**src/rtl/trap_ctrl_pkg.sv**
```systemverilog
// Shared definitions for the machine-mode trap controller: FSM states, latched trap
// causes, CSR addresses, mcause codes and mstatus bit positions.
package trap_ctrl_pkg;

  typedef enum logic [2:0] {
    StIdle,
    StTEpc,
    StTCause,
    StTStatus,
    StMStatus,
    StRedirect
  } state_e;

  // CauseNone marks the mret path; the others select the mcause value.
  typedef enum logic [1:0] {
    CauseNone,
    CauseIllegal,
    CauseEcall,
    CauseIrq
  } cause_e;

  localparam logic [11:0] CsrMstatus = 12'h300;
  localparam logic [11:0] CsrMepc    = 12'h341;
  localparam logic [11:0] CsrMcause  = 12'h342;

  // Exception codes; the interrupt code is combined with the MSB interrupt flag.
  localparam int unsigned McauseIllegal = 2;
  localparam int unsigned McauseEcall   = 11;
  localparam int unsigned McauseExtIrq  = 11;

  localparam int unsigned MstatusMie   = 3;
  localparam int unsigned MstatusMpie  = 7;
  localparam int unsigned MstatusMppLo = 11;
  localparam int unsigned MstatusMppHi = 12;

endpackage

```
**src/rtl/trap_ctrl.sv**
```systemverilog
// Machine-mode trap controller: sequences the mepc/mcause/mstatus CSR writes for ecall,
// illegal instruction and (optionally) external interrupt, the mstatus restore for mret,
// then issues a one-cycle PC redirect. Define TRAP_CTRL_IRQ_EN to enable the interrupt path.
module trap_ctrl
  import trap_ctrl_pkg::*;
#(
  parameter int unsigned XLEN   = 32,
  parameter int unsigned CSR_AW = 12
) (
  input  logic              clk_i,
  input  logic              rst_n_i,
  input  logic              req_valid_i,
  output logic              req_ready_o,
  input  logic              is_ecall_i,
  input  logic              is_mret_i,
  input  logic              illegal_i,
  input  logic [XLEN-1:0]   pc_i,
  input  logic [XLEN-1:0]   mtvec_i,
  input  logic [XLEN-1:0]   mepc_i,
  input  logic [XLEN-1:0]   mstatus_i,
  input  logic              irq_i,
  output logic              csr_we_o,
  output logic [CSR_AW-1:0] csr_waddr_o,
  output logic [XLEN-1:0]   csr_wdata_o,
  output logic              busy_o,
  output logic              redirect_valid_o,
  output logic [XLEN-1:0]   redirect_pc_o
);

  state_e            state_q;
  cause_e            cause_q;
  logic [XLEN-1:0]   pc_q;
  logic              irq_take;
  logic              unused_in;

  // Trap entry stacks MIE into MPIE and disables; mret restores MIE and sets MPIE.
  // MPP is always forced to machine mode.
  function automatic logic [XLEN-1:0] mstatus_update(input logic [XLEN-1:0] s,
                                                     input logic            is_mret);
    logic [XLEN-1:0] r;
    r = s;
    if (is_mret) begin
      r[MstatusMie]  = s[MstatusMpie];
      r[MstatusMpie] = 1'b1;
    end else begin
      r[MstatusMpie] = s[MstatusMie];
      r[MstatusMie]  = 1'b0;
    end
    r[MstatusMppHi:MstatusMppLo] = 2'b11;
    return r;
  endfunction

`ifdef TRAP_CTRL_IRQ_EN
  assign irq_take  = irq_i & mstatus_i[MstatusMie];
  assign unused_in = ^{pc_i[1:0], mtvec_i[1:0]};
`else
  assign irq_take  = 1'b0;
  assign unused_in = ^{pc_i[1:0], mtvec_i[1:0], irq_i};
`endif

  // Sequencer: accept in idle, latch PC (word-aligned) and cause, then step through writes.
  always_ff @(posedge clk_i) begin
    if (!rst_n_i) begin
      state_q <= StIdle;
      cause_q <= CauseNone;
      pc_q    <= '0;
    end else begin
      unique case (state_q)
        StIdle: begin
          if (irq_take) begin
            state_q <= StTEpc;
            cause_q <= CauseIrq;
            pc_q    <= req_valid_i ? {pc_i[XLEN-1:2], 2'b00} : {mepc_i[XLEN-1:2], 2'b00};
          end else if (req_valid_i && (illegal_i || is_ecall_i)) begin
            state_q <= StTEpc;
            cause_q <= illegal_i ? CauseIllegal : CauseEcall;
            pc_q    <= {pc_i[XLEN-1:2], 2'b00};
          end else if (req_valid_i && is_mret_i) begin
            state_q <= StMStatus;
            cause_q <= CauseNone;
          end
        end
        StTEpc:     state_q <= StTCause;
        StTCause:   state_q <= StTStatus;
        StTStatus:  state_q <= StRedirect;
        StMStatus:  state_q <= StRedirect;
        StRedirect: state_q <= StIdle;
        default:    state_q <= StIdle;
      endcase
    end
  end

  // Outputs decode from state; forced to idle values while reset is asserted so nothing
  // leaks out during the reset cycle itself.
  always_comb begin
    req_ready_o      = 1'b0;
    busy_o           = 1'b1;
    csr_we_o         = 1'b0;
    csr_waddr_o      = '0;
    csr_wdata_o      = '0;
    redirect_valid_o = 1'b0;
    redirect_pc_o    = '0;
    if (!rst_n_i) begin
      req_ready_o = 1'b1;
      busy_o      = 1'b0;
    end else begin
      unique case (state_q)
        StIdle: begin
          req_ready_o = 1'b1;
          busy_o      = 1'b0;
        end
        StTEpc: begin
          csr_we_o    = 1'b1;
          csr_waddr_o = CSR_AW'(CsrMepc);
          csr_wdata_o = pc_q;
        end
        StTCause: begin
          csr_we_o    = 1'b1;
          csr_waddr_o = CSR_AW'(CsrMcause);
          unique case (cause_q)
            CauseIllegal: csr_wdata_o = XLEN'(McauseIllegal);
            CauseIrq:     csr_wdata_o = {1'b1, (XLEN-1)'(McauseExtIrq)};
            default:      csr_wdata_o = XLEN'(McauseEcall);
          endcase
        end
        StTStatus: begin
          csr_we_o    = 1'b1;
          csr_waddr_o = CSR_AW'(CsrMstatus);
          csr_wdata_o = mstatus_update(mstatus_i, 1'b0);
        end
        StMStatus: begin
          csr_we_o    = 1'b1;
          csr_waddr_o = CSR_AW'(CsrMstatus);
          csr_wdata_o = mstatus_update(mstatus_i, 1'b1);
        end
        StRedirect: begin
          redirect_valid_o = 1'b1;
          redirect_pc_o    = (cause_q == CauseNone) ? mepc_i : {mtvec_i[XLEN-1:2], 2'b00};
        end
        default: ;
      endcase
    end
  end

endmodule
```
**config.mk**
```make
export PLATFORM = sky130hd
export DESIGN_NAME = trap_ctrl
export DESIGN_NICKNAME = d
export VERILOG_FILES = /design/src/rtl/trap_ctrl_pkg.sv /design/src/rtl/trap_ctrl.sv
export SDC_FILE = /design/constraint.sdc
export NUM_CORES = 1
export LEC_CHECK = 0
export BUFFER_PORTS_ARGS = -buffer_cell sky130_fd_sc_hd__buf_2
export CAP_MARGIN = 20
export CORE_MARGIN = 2
export CORE_UTILIZATION = 38
export DETAILED_ROUTE_END_ITERATION = 8
export PLACE_DENSITY = 0.81
export SLEW_MARGIN = 20
export SYNTH_ARGS = -nofsm -noshare
export SYNTH_HDL_FRONTEND = slang
export SYNTH_SLANG_ARGS = --single-unit
```
**constraint.sdc**
```tcl
create_clock -name clk_i -period 2.1 [get_ports clk_i]
set_clock_uncertainty 0.15 [all_clocks]
set_input_delay 0.21 -clock clk_i [delete_from_list [all_inputs] [get_ports clk_i]]
set_output_delay 0.21 -clock clk_i [all_outputs]
set_load 0.005 [all_outputs]
```
==> out/results.txt, run 1 <==
Run status: completed
Fin. Hold Viols: 0
Global-route wire length before repair: 14.3 mm
Seq/Total Area, Yosys: 29.3%
Worst R2R End: pc_q[9]$_SDFFE_PN0P_
Final Wtd Congestion: 0.907
Pleak: 1.94 nW
Area of the core: 5990 um^2
Mapped Avg Cell Area: 6.49 um^2
Logic pwr share: 37.9%
Synth Warn #: 0
NetSw: 0.000724 W
Worst Hold Path EP: pc_q[20]$_SDFFE_PN0P_
Worst hold start: pc_i[20]
Number of global-route vias before repair: 3,092
Met1 usage: 28.3%
Sequential Power Share: 38.8%
Port bufs: 200
Worst Path Arrival: 1.66 ns
Largest net degree at the start of global routing: 40
CTS tree: done
Root Driver: clkbuf_8
Post-synth EDFFs: 0
Critical-path top delay cell: or3_1
Via count: 3,343
Hold Path Depth: 3
Die height: 83.4 um
Most frequent cells in the layout: buf_2 (200), nand2_1 (94), a21oi_1 (32), dfxtp_1 (32)
Die Wd: 83.4 um
Cts bufs inserted: 5
Mapped Area: 2390 um^2
Cell-internal power: 0.00133 W
Io pins: 215
Most Crowded Layer GR: met2
Worst Reg2Reg Path Length in Cells: 5
Starting Density: 40.0%
GRT Total Usage: 24.9%
Number of distinct library cells after synthesis: 33
DPL Wire Length: 6.52 mm
Synth Register Bits: 35
Drt pass-1 iters: 4
Commonest non-fill, non-tap cell in the layout: buf_2
GR Util met2: 45.0%
RSZ-0062 raised after global routing: yes
Final-report setup violation count: 0
CTS Buffer Depth: 2
Die Area: 6950 um^2
DRC: 0
Max-Cap Viols: 0
Post-Route WL: 9.02 mm
R2R Setup Slk: 0.17 ns
Fraction of registers with async set/reset: 0%
Growth of design area from synthesis to finish: 58.5%
Highest clock rate: 0.495 GHz
ANT nets after route: 0
CP Max Fanout: 26
Crit path kind: register to output pin
Nets: 711
Fin crit share: 96.2%
Final min period: 2.02 ns
Initial antenna violation count: 0
DP Worst Slack: 0.195 ns
Layout fillers: 544
Switching part of the total: 35.2%
Startpoint Class: register
Max-slew violations: 0
Tot Pwr: 0.00205 W
Worst EP required: 1.74 ns
Worst setup margin: 0.0804 ns
Largest stage delay on the critical path: 0.42 ns
Hold Crit Class: input pin to register
Clk_lat worst skew: 0.29 ns
GR Util met3: 5.07%
Via density: 5.13
Post-Syn Instances: 369
VDD IR max: 0.378 mV
Layout cell share with drive strength beyond 1: 40.9%
Routed length per instance: 13.8 um
Gr ovfl total: 0
Worst reg2reg startpoint: state_q[2]$_SDFFE_PN0P_
CP Capture Type: output pin
Row cnt: 28
Worst path cell trace: or3_1 > nand3_2 > buf_12 > nor2_1 > buf_2
Clock share of power: 23.3%
Diode count: 0
Clock transition at path regs: 0.07 ns
Leading register cell type out of synthesis: dfxtp_1
H-Tree Depth: 2
Sink Count: 35
PD cells: 541 nW/um^2
Number of DRC markers in iteration 0: 137
kinds of logic (layout without fill, tap and decap cells):
logic type      after synthesis  count (layout)  synth area share (%)
compound gates              104             104                  25.7
mux                           2               2                 0.940
flops                        35              35                  29.3
buf+inv                      48             250                  10.9
simple gates                179             179                  33.0
other cells                   1               7                 0.157
worst max path at each step:
stage                                        from  slack (ns)  depth (start not counted)                     to
after floorplan           state_q[1]$_SDFFE_PN0P_        0.28                          7         csr_waddr_o[9]
after global placement    state_q[1]$_SDFFE_PN0P_        0.27                          5  pc_q[24]$_SDFFE_PN0P_
after detailed placement  state_q[0]$_SDFFE_PN0P_        0.19                          5  pc_q[25]$_SDFFE_PN0P_
after CTS                 state_q[1]$_SDFFE_PN0P_       0.009                          6        csr_wdata_o[30]
after global routing      state_q[1]$_SDFFE_PN0P_       -0.03                          6         csr_wdata_o[2]
final                     state_q[2]$_SDFFE_PN0P_        0.08                          5         csr_wdata_o[2]
Yosys cell counts, types with 2 or more instances:
master    count  share of area [%]
nor2_1       32                5.0
nor3b_1       2               0.63
o211ai_1      2               0.63
o21a_1        3               0.94
inv_1         5               0.78
a21oi_1      32                6.7
dfxtp_1      35                 29
a22oi_1      28                8.8
mux2_2        2               0.94
buf_6         3                1.4
nand3_1      32                6.7
nand2_1      94                 15
buf_4        11                3.4
o21ai_0      27                5.6
and3_1        3               0.78
nor2b_1       5                1.3
buf_2        14                2.9
or2_2         3               0.78
clkbuf_1     15                2.4
o21ai_1       8                1.7
critical path, delay by kind of cell (launching register included):
kind,cells,cell delay (ns)
simple gates,3,0.66
flops,1,0.38
buf+inv,2,0.32
per-layer routing:
| layer | share of wire (%) | wire, um |
|---|---|---|
| met5 | 0 | 0 |
| met4 | 2.8 | 251 |
| met3 | 7.6 | 683 |
| met2 | 51 | 4640 |
| met1 | 38 | 3440 |
flip-flops by register name, indices dropped and copies added (netlist names):
signal   count
pc_q        30
state_q      3
cause_q      2
area by class of cell:
class | instances | area [um^2] | area share (%)
timing repair buffer | 237 | 1400 | 36.9
sequential | 35 | 712 | 18.8
tap | 75 | 93.8 | 2.47
inverter | 5 | 18.8 | 0.494
multi-input combinational | 292 | 1480 | 39.1
clock inverter | 2 | 12.5 | 0.330
clock buffer | 6 | 72.6 | 1.91
through the flow:
step	hold slack, ns	TNS, ns	cell area (um^2)	utilization (%)	cells
global placement	0.273	0	3440	57.4	620
finish	0.00589	0	3800	63.4	652
CTS	0.00177	0	3770	62.9	651
floorplan	0.190	0	2420	-	375
global route	0.00576	-0.0309	3800	63.4	652
detailed placement	0.282	0	3440	57.4	620
power groups by stage:
stage	Sequential, W	Clock [W]	Combinational [W]
3_3_place_gp	0.000800	0	0.000702
2_1_floorplan	0.000776	0	0.000469
3_5_place_dp	0.000801	0	0.000723
6_report	0.000796	0.000479	0.000778
5_1_grt	0.000804	0.000525	0.000866
4_1_cts	0.000791	0.000491	0.000761
what timing repair did:
action | 4_1_cts | 5_1_grt
hold buffers | 23 | 0
cloned | 0 | 0
endpoints found under the setup margin | 33 | 49
hold endpoints to repair | 23 | 0
buffers inserted | 0 | 1
resized for setup | 5 | 7
Note: power is estimated with default switching activity, not from simulation.
==> inputs of run 2 (changes only) <==
--- a/config.mk
+++ b/config.mk
@@ -8,9 +8,10 @@
 export BUFFER_PORTS_ARGS = -buffer_cell sky130_fd_sc_hd__buf_2
 export CAP_MARGIN = 20
 export CORE_MARGIN = 2
-export CORE_UTILIZATION = 38
+export CORE_UTILIZATION = 34
+export CTS_CLUSTER_DIAMETER = 100
 export DETAILED_ROUTE_END_ITERATION = 8
-export PLACE_DENSITY = 0.81
+export PLACE_DENSITY = 0.77
 export SLEW_MARGIN = 20
 export SYNTH_ARGS = -nofsm -noshare
 export SYNTH_HDL_FRONTEND = slang
==> constraint.sdc (replaced) <==
create_clock -name clk_i -period 1.6 [get_ports clk_i]
set_clock_uncertainty 0.15 [all_clocks]
set_input_delay 0.16 -clock clk_i [delete_from_list [all_inputs] [get_ports clk_i]]
set_output_delay 0.16 -clock clk_i [all_outputs]
set_load 0.005 [all_outputs]
==> out/results.txt, run 2 (same netlist as run 1, synthesis figures left out) <==
Routed length per instance: 15.8 um (+14%)
Fin crit share: 126%
Failing checks: setup timing
Final Wtd Congestion: 0.843 (-7.1%)
DPL Wire Length: 6.53 mm (about the same)
Diode count: 0 (unchanged)
Largest net degree at the start of global routing: 33 (-18%)
Via density: 5.11 (-0.33%)
Nets: 745 (+4.8%)
Design Area, Final: 4470 um^2 (+18%)
Row cnt: 30 (+7.1%)
CTS Buffer Depth: 2 (unchanged)
GRT Total Usage: 23.2% (-1.7 points)
Worst EP required: 1.29 ns (-0.45 ns)
Core Util, Final: 65.9% (+2.5 points)
Max-Cap Viols: 0 (unchanged)
Top Registers: pc_q: 30 flops, state_q: 3 flops, cause_q: 2 flops
Run status: finished, violations left
Clock share of power: 23.8% (+0.5 points)
Root Driver: clkbuf_8
Via count: 3,608 (+7.9%)
RSZ-0062 raised after global routing: yes
Number of global-route vias before repair: 3,000 (-3.0%)
VDD IR max: 0.452 mV (+20%)
CTS tree: done
PD cells: 750 nW/um^2 (+39%)
Starting Density: 35.2% (-4.7 points)
H-Tree Depth: 2 (unchanged)
Final min period: 2.01 ns
Pleak: 2.19 nW (+13%)
Number of DRC markers in iteration 0: 256 (+87%)
Cell-internal power: 0.00220 W (+66%)
Most frequent cells in the layout: buf_2 (194), nand2_1 (93), dfxtp_1 (31)
Hold Crit Class: input pin to register
Max-slew violations: 0 (unchanged)
Max reg flops: 30 (unchanged)
Io pins: 215 (unchanged)
Clk_lat worst skew: 0.30 ns (about the same)
Area of the core: 6790 um^2 (+13%)
Placed cells: 654 (+5.5%)
Layout cell share with drive strength beyond 1: 48.5% (+7.6 points)
DRC: 0 (unchanged)
NetSw: 0.00116 W (+60%)
Layout fillers: 533 (-2.0%)
Fin. Hold Viols: 0 (unchanged)
Growth of design area from synthesis to finish: 86.8%
Startpoint Class: register
Sink Count: 35 (unchanged)
Reg area: 713 um^2 (+0.18%)
Gr ovfl total: 0 (unchanged)
Highest clock rate: 0.498 GHz
Clock transition at path regs: 0.07 ns (about the same)
ANT nets after route: 0 (unchanged)
Port bufs: 200 (unchanged)
Die height: 87.9 um (+5.4%)
Final-report setup violation count: 106 (+106)
Worst setup margin: -0.409 ns (-0.489 ns)
Global-route wire length before repair: 14.1 mm (-1.4%)
Initial antenna violation count: 0 (unchanged)
Switching part of the total: 34.4% (-0.80 points)
Post-Route WL: 11.2 mm (+24%)
Commonest non-fill, non-tap cell in the layout: buf_2
Placed Area: 3610 um^2 (+5.0%)
Sequential Power Share: 31.0% (-7.8 points)
Cts bufs inserted: 5 (unchanged)
CP Capture Type: output pin
Worst-case hold slack: 0.0200 ns (+0.0141 ns)
Logic pwr share: 45.2% (+7.3 points)
CP Max Fanout: 13 (-50%)
Most flops, register: pc_q
Die Area: 7730 um^2 (+11%)
Die Wd: 87.9 um (+5.4%)
Area of the multi-input gates: 1660 um^2 (+12%)
Drt pass-1 iters: 7 (+3)
Crit path kind: register to output pin
DP Worst Slack: -0.156 ns (-0.350 ns)
Worst Path Arrival: 1.70 ns (+0.04 ns)
Layout Cells excl Fill: 706 (+8.3%)
-- run 2: changes by cell type in the layout (fill, tap and decap cells not counted), sizes merged --
cell         before  now
bufinv            0    1
buf             214  237
clkbuf            6    8
clkinv            1    0
dlygate4sd3      23   30
or2               3    4
-- run 2: worst paths after layout --
check,from,endpoint,slack [ns],cells after the start
worst max-delay path,state_q[1]$_SDFFE_PN0P_,csr_wdata_o[29],-0.41,7
worst min-delay path,illegal_i,cause_q[0]$_SDFFE_PN0P_,0.02,3
worst max register to register,state_q[2]$_SDFFE_PN0P_,pc_q[24]$_SDFFE_PN0P_,-0.30,5
worst min register to register,pc_q[13]$_SDFFE_PN0P_,pc_q[13]$_SDFFE_PN0P_,0.30,2
-- run 2: layout make-up --
type | instances | share of cell area, %
multi-input combinational | 293 | 37.2
inverter | 5 | 0.419
timing repair buffer | 270 | 41.4
sequential | 35 | 15.9
clock buffer | 5 | 1.54
clock inverter | 2 | 0.839
tap | 96 | 2.68
-- run 2: power groups by stage --
stage	Clock, W	Combinational, W	Sequential [W]
3_3_place_gp	0	0.00105	0.00103
2_1_floorplan	0	0.000667	0.00102
4_1_cts	0.000805	0.00124	0.00103
3_5_place_dp	0	0.00108	0.00104
6_report	0.000800	0.00152	0.00104
5_1_grt	0.000850	0.00162	0.00105
-- run 2: layer usage --
layer	GRT usage, %	vias up	wire length [um]	share of wire (%)
li1	-	1723	-	-
met1	26.8	1604	4060	36
met2	42.0	239	5650	51
met3	4.81	42	1070	9.6
met4	8.53	0	393	3.5
met5	0	-	0	0
-- run 2: metrics by stage --
step	power [W]	setup TNS (ns)
global route	0.00352	-32.69
floorplan	0.00169	-0.787
CTS	0.00307	-24.95
detailed placement	0.00211	-6.32
finish	0.00336	-25.86
global placement	0.00208	-4.31
-- run 2: critical path, cell delays in order (launching register included) --
cell and delay (ns):
dfxtp_2 0.34, buf_6 0.13, nor2b_4 0.13, a21o_4 0.25, buf_16 0.17, a22oi_2 0.17, nor2_1 0.08, buf_2 0.13
-- run 2: repair_timing --
item | CTS | global route
endpoints found under the setup margin | 106 | 106
gates resized for setup | 33 | 38
cloned | 1 | 4
buffers inserted | 2 | 9
pin swaps | 2 | 12
endpoints found under the hold margin | 30 | 0
hold buffers | 30 | 0
